**src/rtl/branch_predictor.sv**
```systemverilog
// rtl/branch_predictor.sv - tagged BTB + 2-bit PHT predictor with bimodal or gshare indexing
// Same-cycle lookup from fetch; MEM-stage training, GHR repair and mispredict counting.
module branch_predictor #(
  parameter int ENTRIES   = 64,
  parameter int HIST_BITS = 6,
  localparam int HW       = (HIST_BITS > 0) ? HIST_BITS : 1
) (
  input  logic          clk,
  input  logic          reset,
  input  logic          pred_valid,
  input  logic          pred_stall,
  input  logic [31:0]   pred_pc,
  output logic          pred_hit,
  output logic          pred_taken,
  output logic [31:0]   pred_target,
  output logic [HW-1:0] pred_ghr,
  input  logic          upd_valid,
  input  logic [31:0]   upd_pc,
  input  logic          upd_taken,
  input  logic [31:0]   upd_target,
  input  logic [HW-1:0] upd_ghr,
  input  logic          upd_mispredict,
  output logic [31:0]   mispredict_count
);

  localparam int IDX  = $clog2(ENTRIES);
  localparam int TAGW = 30 - IDX;

  logic [ENTRIES-1:0] valid;
  logic [TAGW-1:0]    tag_mem    [ENTRIES];
  logic [31:0]        btb_target [ENTRIES];
  logic [1:0]         pht        [ENTRIES];
  logic [HW-1:0]      ghr;
  logic [31:0]        mis_cnt;

  logic [IDX-1:0]  p_btb_idx, p_pht_idx, u_btb_idx, u_pht_idx;
  logic [TAGW-1:0] p_tag, u_tag;
  logic            unused_pc_lsb;

  // History is zero-extended into the index; bimodal mode contributes nothing.
  function automatic logic [IDX-1:0] hist_ext(input logic [HW-1:0] h);
    hist_ext = '0;
    if (HIST_BITS > 0) hist_ext[HW-1:0] = h;
  endfunction

  assign p_btb_idx = pred_pc[IDX+1:2];
  assign p_tag     = pred_pc[31:IDX+2];
  assign p_pht_idx = p_btb_idx ^ hist_ext(ghr);
  assign u_btb_idx = upd_pc[IDX+1:2];
  assign u_tag     = upd_pc[31:IDX+2];
  assign u_pht_idx = u_btb_idx ^ hist_ext(upd_ghr);
  assign unused_pc_lsb = ^upd_pc[1:0];

  assign pred_hit    = valid[p_btb_idx] & (tag_mem[p_btb_idx] == p_tag);
  assign pred_taken  = pred_hit & pht[p_pht_idx][1];
  assign pred_target = pred_taken ? btb_target[p_btb_idx] : pred_pc + 32'd4;
  assign pred_ghr    = ghr;
  assign mispredict_count = mis_cnt;

  always_ff @(posedge clk or posedge reset) begin
    if (reset) begin
      valid <= '0;
      for (int i = 0; i < ENTRIES; i++) pht[i] <= 2'b01;
    end else if (upd_valid) begin
      if (upd_taken) begin
        valid[u_btb_idx] <= 1'b1;
        if (pht[u_pht_idx] != 2'b11) pht[u_pht_idx] <= pht[u_pht_idx] + 2'b01;
      end else if (pht[u_pht_idx] != 2'b00) begin
        pht[u_pht_idx] <= pht[u_pht_idx] - 2'b01;
      end
    end
  end

  // Tag and target need no reset: the valid bit masks stale contents.
  always_ff @(posedge clk) begin
    if (upd_valid && upd_taken) begin
      tag_mem[u_btb_idx]    <= u_tag;
      btb_target[u_btb_idx] <= upd_target;
    end
  end

  always_ff @(posedge clk or posedge reset) begin
    if (reset)                            mis_cnt <= '0;
    else if (upd_valid && upd_mispredict) mis_cnt <= mis_cnt + 32'd1;
  end

  generate
    if (HIST_BITS > 0) begin : g_gshare
      // Repair outranks the speculative shift: the younger fetch is on the wrong path.
      always_ff @(posedge clk or posedge reset) begin
        if (reset)
          ghr <= '0;
        else if (upd_valid && upd_mispredict)
          ghr <= HW'({upd_ghr, upd_taken});
        else if (pred_valid && !pred_stall && pred_hit)
          ghr <= HW'({ghr, pred_taken});
      end
    end else begin : g_bimodal
      logic unused_hist;
      assign ghr = '0;
      assign unused_hist = ^{upd_ghr, pred_valid, pred_stall};
    end
  endgenerate

endmodule

```
**config.mk**
```make
export PLATFORM = sky130hd
export DESIGN_NAME = branch_predictor
export DESIGN_NICKNAME = d
export VERILOG_FILES = /design/src/rtl/branch_predictor.sv
export SDC_FILE = /design/constraint.sdc
export NUM_CORES = 2
export LEC_CHECK = 0
export BUFFER_PORTS_ARGS = -buffer_cell sky130_fd_sc_hd__buf_2
export CAP_MARGIN = 0
export CORE_MARGIN = 10
export CORE_UTILIZATION = 45
export CTS_BUF_LIST = sky130_fd_sc_hd__clkbuf_4
export DETAILED_ROUTE_END_ITERATION = 10
export HOLD_SLACK_MARGIN = 0.08
export MAX_ROUTING_LAYER = met4
export PLACE_DENSITY = 0.59
export SLEW_MARGIN = 20
export SYNTH_ARGS = -nofsm -noshare
export SYNTH_HDL_FRONTEND = slang
export SYNTH_SLANG_ARGS = --single-unit
```
**constraint.sdc**
```tcl
create_clock -name clk -period 6.4 [get_ports clk]
set_input_delay 0.32 -clock clk [delete_from_list [all_inputs] [get_ports clk]]
set_output_delay 0.32 -clock clk [all_outputs]
set_load 0.02 [all_outputs]
```
After elaboration in Yosys (flattened, before gate mapping)

Memory sizes are Yosys's and may differ from the RTL's.
Cells that the tools add are included.

Output and inout bits: 72
Bits of input ports: 109
Memories kept: 2
Bits in writable memories: 3584
Register bits after elaboration: 230
Word-level logic and storage cells: 123

Memory list:

| memory     | depth | bits a word | read ports | clocked after Yosys merged registers in | wr ports | line | text |
|---|---|---|---|---|---|---|---|
| btb_target | 64    | 32          | 1          | 0                                       | 1        | 31   | `logic [31:0] btb_target [ENTRIES];` |
| tag_mem    | 64    | 24          | 1          | 0                                       | 1        | 30   | `logic [TAGW-1:0] tag_mem [ENTRIES];` |

Bitwise operators: 7
$lt $le $gt $ge: 6
Multiplexer cells: 22
Add/subtract/negate cells: 4
Reductions and logical operators: 12
Eq/ne operators: 3

Operators with widths:

| operator                | number |
|---|---|
| $mux W128               | 3 |
| $bwmux W128             | 2 |
| $or A64 B64 Y64         | 1 |
| $add A32 B1 Y32 const B | 1 |
| $add A32 B3 Y32 const B | 1 |
| $mux W32                | 1 |
| $bmux W2 S6             | 2 |
| $eq A24 B24 Y1          | 1 |
| $ge A7 B7 Y1 const B    | 2 |
| $lt A6 B7 Y1 const B    | 2 |
| $not A6 Y7              | 2 |
| $demux W2 S6            | 1 |
| $mux W6                 | 2 |
| $xor A6 B6 Y6           | 2 |
| $mux W2                 | 5 |
| $lt A7 B1 Y1 const B    | 1 |
| $bmux W1 S6             | 1 |
| $demux W1 S6            | 1 |
| $ge A6 B1 Y1 const B    | 1 |
| $logic_and A1 B1 Y1     | 6 |
| $reduce_bool A2 Y1      | 3 |
| $mux W1                 | 4 |
| $reduce_and A3 Y1       | 1 |
| $add A2 B1 Y2 const B   | 1 |
| other kinds (6)         | 7 |

Depth between registers and ports, before layout

Word-level depth: 9
Mapped depth: 20
Depth with buffers taken out: 18

Least setup slack after synthesis

OpenSTA, ideal clock, no wires.

Path kind: input to output
Start point: input pred_pc[2]
End point: output pred_target[0]
Path slack: 1.899 ns
Arrival time: 4.181 ns
Cell stages on the path: 17
Path through: buf_2 > buf_6 > buf_6 > buf_6 > buf_6 > buf_6 > buf_6 > buf_4 > buf_2 > buf_2 > buf_2 > buf_2 > mux4_2 > mux4_2 > nand2_1 > a31oi_1 > mux2_2

Cells in the longest elaborated chain, start to end: 7

RTL lines:

| item                                                    | line | text |
|---|---|---|
| start: declaration                                      | 12   | `input logic [31:0] pred_pc,` |
| branches (longest 6 deep; another with $mem_v2 Z64 W24) | --   |  |
| $mux W32 (*)                                            | 56   | `assign pred_target = pred_taken ? btb_target[p_btb_idx] : pred_pc + 32'd4;` |
| end: declaration                                        | 15   | `output logic [31:0] pred_target,` |

Mark *: on every way between the ends. The select of a mux whose other input is x is not followed.

Final worst setup path

Start point: memory tag_mem[21][0] in the netlist's numbering
End point: output pred_target[6]

Cells in the longest elaborated chain, start to end: 5

RTL lines:

| item               | line | text |
|---|---|---|
| start: declaration | 30   |  |
| $mem_v2 Z64 W24    | --   |  |
| $eq A24 B24 Y1     | 54   | `assign pred_hit = valid[p_btb_idx] & (tag_mem[p_btb_idx] == p_tag);` |
| $and A1 B1 Y1      | 54   |  |
| $and A1 B1 Y1      | 55   | `assign pred_taken = pred_hit & pht[p_pht_idx][1];` |
| $mux W32           | 56   |  |

Every way passes these cells.

==> impl_metrics.tcl <==
set metrics [dict create \
    status "finished clean" \
    p_sw_w 0.0122 \
    clkSinkCount 3814 \
    crit_required_ns 6.08 \
    overflow 0 \
    setup_viol 0 \
    drtPass1Iterations 7 \
    mappedNetlistArea_um2 149000 \
    irDropWorstVdd_uv 190 \
    drive_gt1_share_pct 39.8 \
    crit_family "simple AND/OR/NAND/NOR gates" \
    vias 79711 \
    maxSlewHeadroom_pct 20.0 \
    power_w 0.0516 \
    cp.arrival_ns 5.85 \
    yosys_register_bits 3814 \
    die-area_um2 354000 \
    synth_cell_types 74 \
    final_cell_area_um2 172000 \
    critPathLaunchType "register" \
    synthToLayoutAreaGrowth_pct 15.5 \
    clock-skew-final_ns 0.109 \
    crit_path_end_kind "output port" \
    p_leak_nw 56.9 \
    fin_crit_sh_pct 96.4 \
    final_nets 8078 \
    drt_iter0_drc 9097 \
    synth_nets 6762 \
    r2r_setup_slack_ns 0.88 \
    layout_common_cells "3584 x edfxtp_1, 1368 x clkbuf_4, 1038 x mux4_2" \
    numCtsBuffers 945 \
    dp_hpwl_mm 246 \
    clockPowerShare_pct 38.4 \
    cp_max_fo 13 \
    fmax_mhz 162 \
    crit_type "register to output port" \
    grtUsageTotal_pct 25.8 \
    grt_pass1_vias 81373 \
    path_cells "mux4_2 > mux2_2 > a2111o_1 > nand3_1 > or3_1 > o211ai_1 > or4_4 > nor3_4 > nand3b_4 > buf_12 > buf_4 > mux2_4 > buf_2" \
    combinationalPowerShare_pct 7.3 \
    endpoint "pred_target[6]" \
    period_minus_slack_ns 6.17 \
    mostFrequentLayoutCell "edfxtp_1" \
    io_pins 181 \
    drv_cap 0 \
    cts_tree "yes" \
    synth-async-reset-ratio_pct 6.03 \
    slowest_delay_ns 0.64 \
    synth_flop_cell "edfxtp_1" \
    fill_cells 26258 \
    r2r-start "tag_mem[21][0]" \
    die_w_um 595 \
    gp_congestion 0.833 \
    clk_path_buf_depth 4 \
    ys_seq_area_share_pct 76.2 \
    post-route-util_pct 52.1 \
    worst-path-stages 13 \
    placed_cell_area_um2 157000 \
    antenna_left 0 \
    intPower_w 0.0395 \
    seqPwrFrac_pct 54.3 \
    power_density_nw_per_um2 300 \
    die_h_um 595 \
    wire_per_inst_um 34.8 \
    tns_ns 0 \
    via_per_inst 6.12 \
    yosysWarnings 0 \
    clkSlewWorstSetupHoldPaths_ns 0.07 \
    yosys.area.top_type "edfxtp_1" \
    wirelength_mm 454 \
    r2r_cells 14 \
    syn_inst 6649 \
    hold_depth 4 \
    grt_max_degree 148 \
    synth_top_area_share_pct 72.3 \
    port_buffers 178 \
    start_util_pct 45.1 \
    coreArea_um2 330000 \
    slew_violations 0 \
    netlist_top_cells_area "edfxtp_1 72%, mux4_2 16%, dfrtp_1 2.8%" \
    p_sw_share_pct 23.6 \
    synth_edf_count 3584 \
    cp_slowest_cell "or4_4" \
    h-tree-depth 6 \
    grt_pass1_wl_mm 631 \
    reg2reg_to "pred_ghr[2]" \
    rsz0062_at_grt "no" \
    hold_class "input pin to register" \
    crit_start "tag_mem[21][0]" \
    rows 211 \
    avgSynthCellArea_um2 22.4 \
    critPathBufInv 3 \
    clockRootBuffer "clkbuf_4" \
    drc 0 \
    tightest_slew_ns 1.20 \
    finalHoldViolations 0 \
    antenna_found_initial 29 \
    insertion_delay_ns 1.69 \
]
-- timing repair --
action                                  in CTS  in global routing
gates resized for setup                      2                  0
hold buffers                               226                  0
endpoints found under the hold margin     4817                  0
endpoints found under the setup margin      33                  0
buffers inserted                             3                  0
-- cells by family after synthesis --
| group | after synthesis | synth area share (%) |
|---|---|---|
| AND/OR/NAND/NOR | 645 | 2.08 |
| flip-flops | 3814 | 76.2 |
| multiplexers | 1400 | 18.4 |
| AO/OA/AOI/OAI | 323 | 1.57 |
| XOR/XNOR | 102 | 0.600 |
| buffers and inverters | 361 | 1.18 |
| adder cells (fa/ha/maj) | 4 | 0.0336 |
-- registers in the layout, indices dropped and copies added, names as in the netlist, named ones only --
| register | flops |
|---|---|
| pred_ghr | 6 |
| tag_mem | 1536 |
| pht | 64 |
| btb_target | 2048 |
| valid | 64 |
| mispredict_count | 32 |
-- routing by layer --
metal | GRT usage, % | up-vias | part of all wire (%)
met5 | - | - | 0
met4 | 9.57 | 0 | 3.8
met3 | 4.85 | 814 | 8.7
met2 | 41.0 | 4388 | 49
met1 | 33.6 | 43089 | 38
li1 | - | 31420 | -
-- how the worst min path moves through the flow --
stage / startpoint / to / slack [ns]
after floorplan: upd_target[0] / btb_target[0][0] / 0.42
after global placement: valid[42] / valid[42] / 0.45
after detailed placement: valid[45] / valid[45] / 0.45
after CTS: upd_taken / pred_ghr[0] / 0.08
after global routing: upd_pc[15] / tag_mem[28][7] / 0.21
final: upd_pc[15] / tag_mem[28][7] / 0.25
-- cell type report --
class | count | area, um^2 | area share (%)
antenna | 31 | 77.6 | 0.0451
inverter | 12 | 58.8 | 0.0342
sequential | 3814 | 113000 | 65.9
clock buffer | 1368 | 10300 | 5.97
clock inverter | 250 | 1420 | 0.827
tap | 4366 | 5460 | 3.17
multi-input combinational | 2474 | 34300 | 19.9
timing repair buffer | 718 | 7040 | 4.09
-- cells in the mapped netlist, types with 64 or more instances --
library cell / n
mux2_2: 148
dfrtp_1: 166
nor2_1: 199
nand2_1: 170
edfxtp_1: 3584
xnor2_1: 65
or2_2: 68
mux2i_1: 185
mux4_2: 1038
clkbuf_1: 140
buf_2: 110
a22oi_1: 78
dfstp_2: 64
-- tightest hold or removal path, delay by kind of cell --
kind     cells  cell delay, ns
buf+inv      4            1.41
-- power groups by stage --
| stage | Combinational, W | Clock (W) | Sequential (W) |
|---|---|---|---|
| detailed placement | 0.00355 | 0 | 0.0286 |
| CTS | 0.00377 | 0.0203 | 0.0280 |
| global route | 0.00397 | 0.0217 | 0.0281 |
| finish | 0.00375 | 0.0198 | 0.0280 |
| floorplan | 0.00213 | 0 | 0.0285 |
| global placement | 0.00348 | 0 | 0.0286 |
-- stage by stage --
stage / worst slack (ns) / instances / hold WS (ns)
floorplan: 1.90 / 6649 / 0.419
global placement: 0.410 / 11151 / 0.445
detailed placement: 0.412 / 11153 / 0.452
CTS: 0.0536 / 13000 / 0.0808
global route: 0.136 / 13029 / 0.209
finish: 0.228 / 13033 / 0.248
No activity file was read; power rests on OpenSTA's default activity.
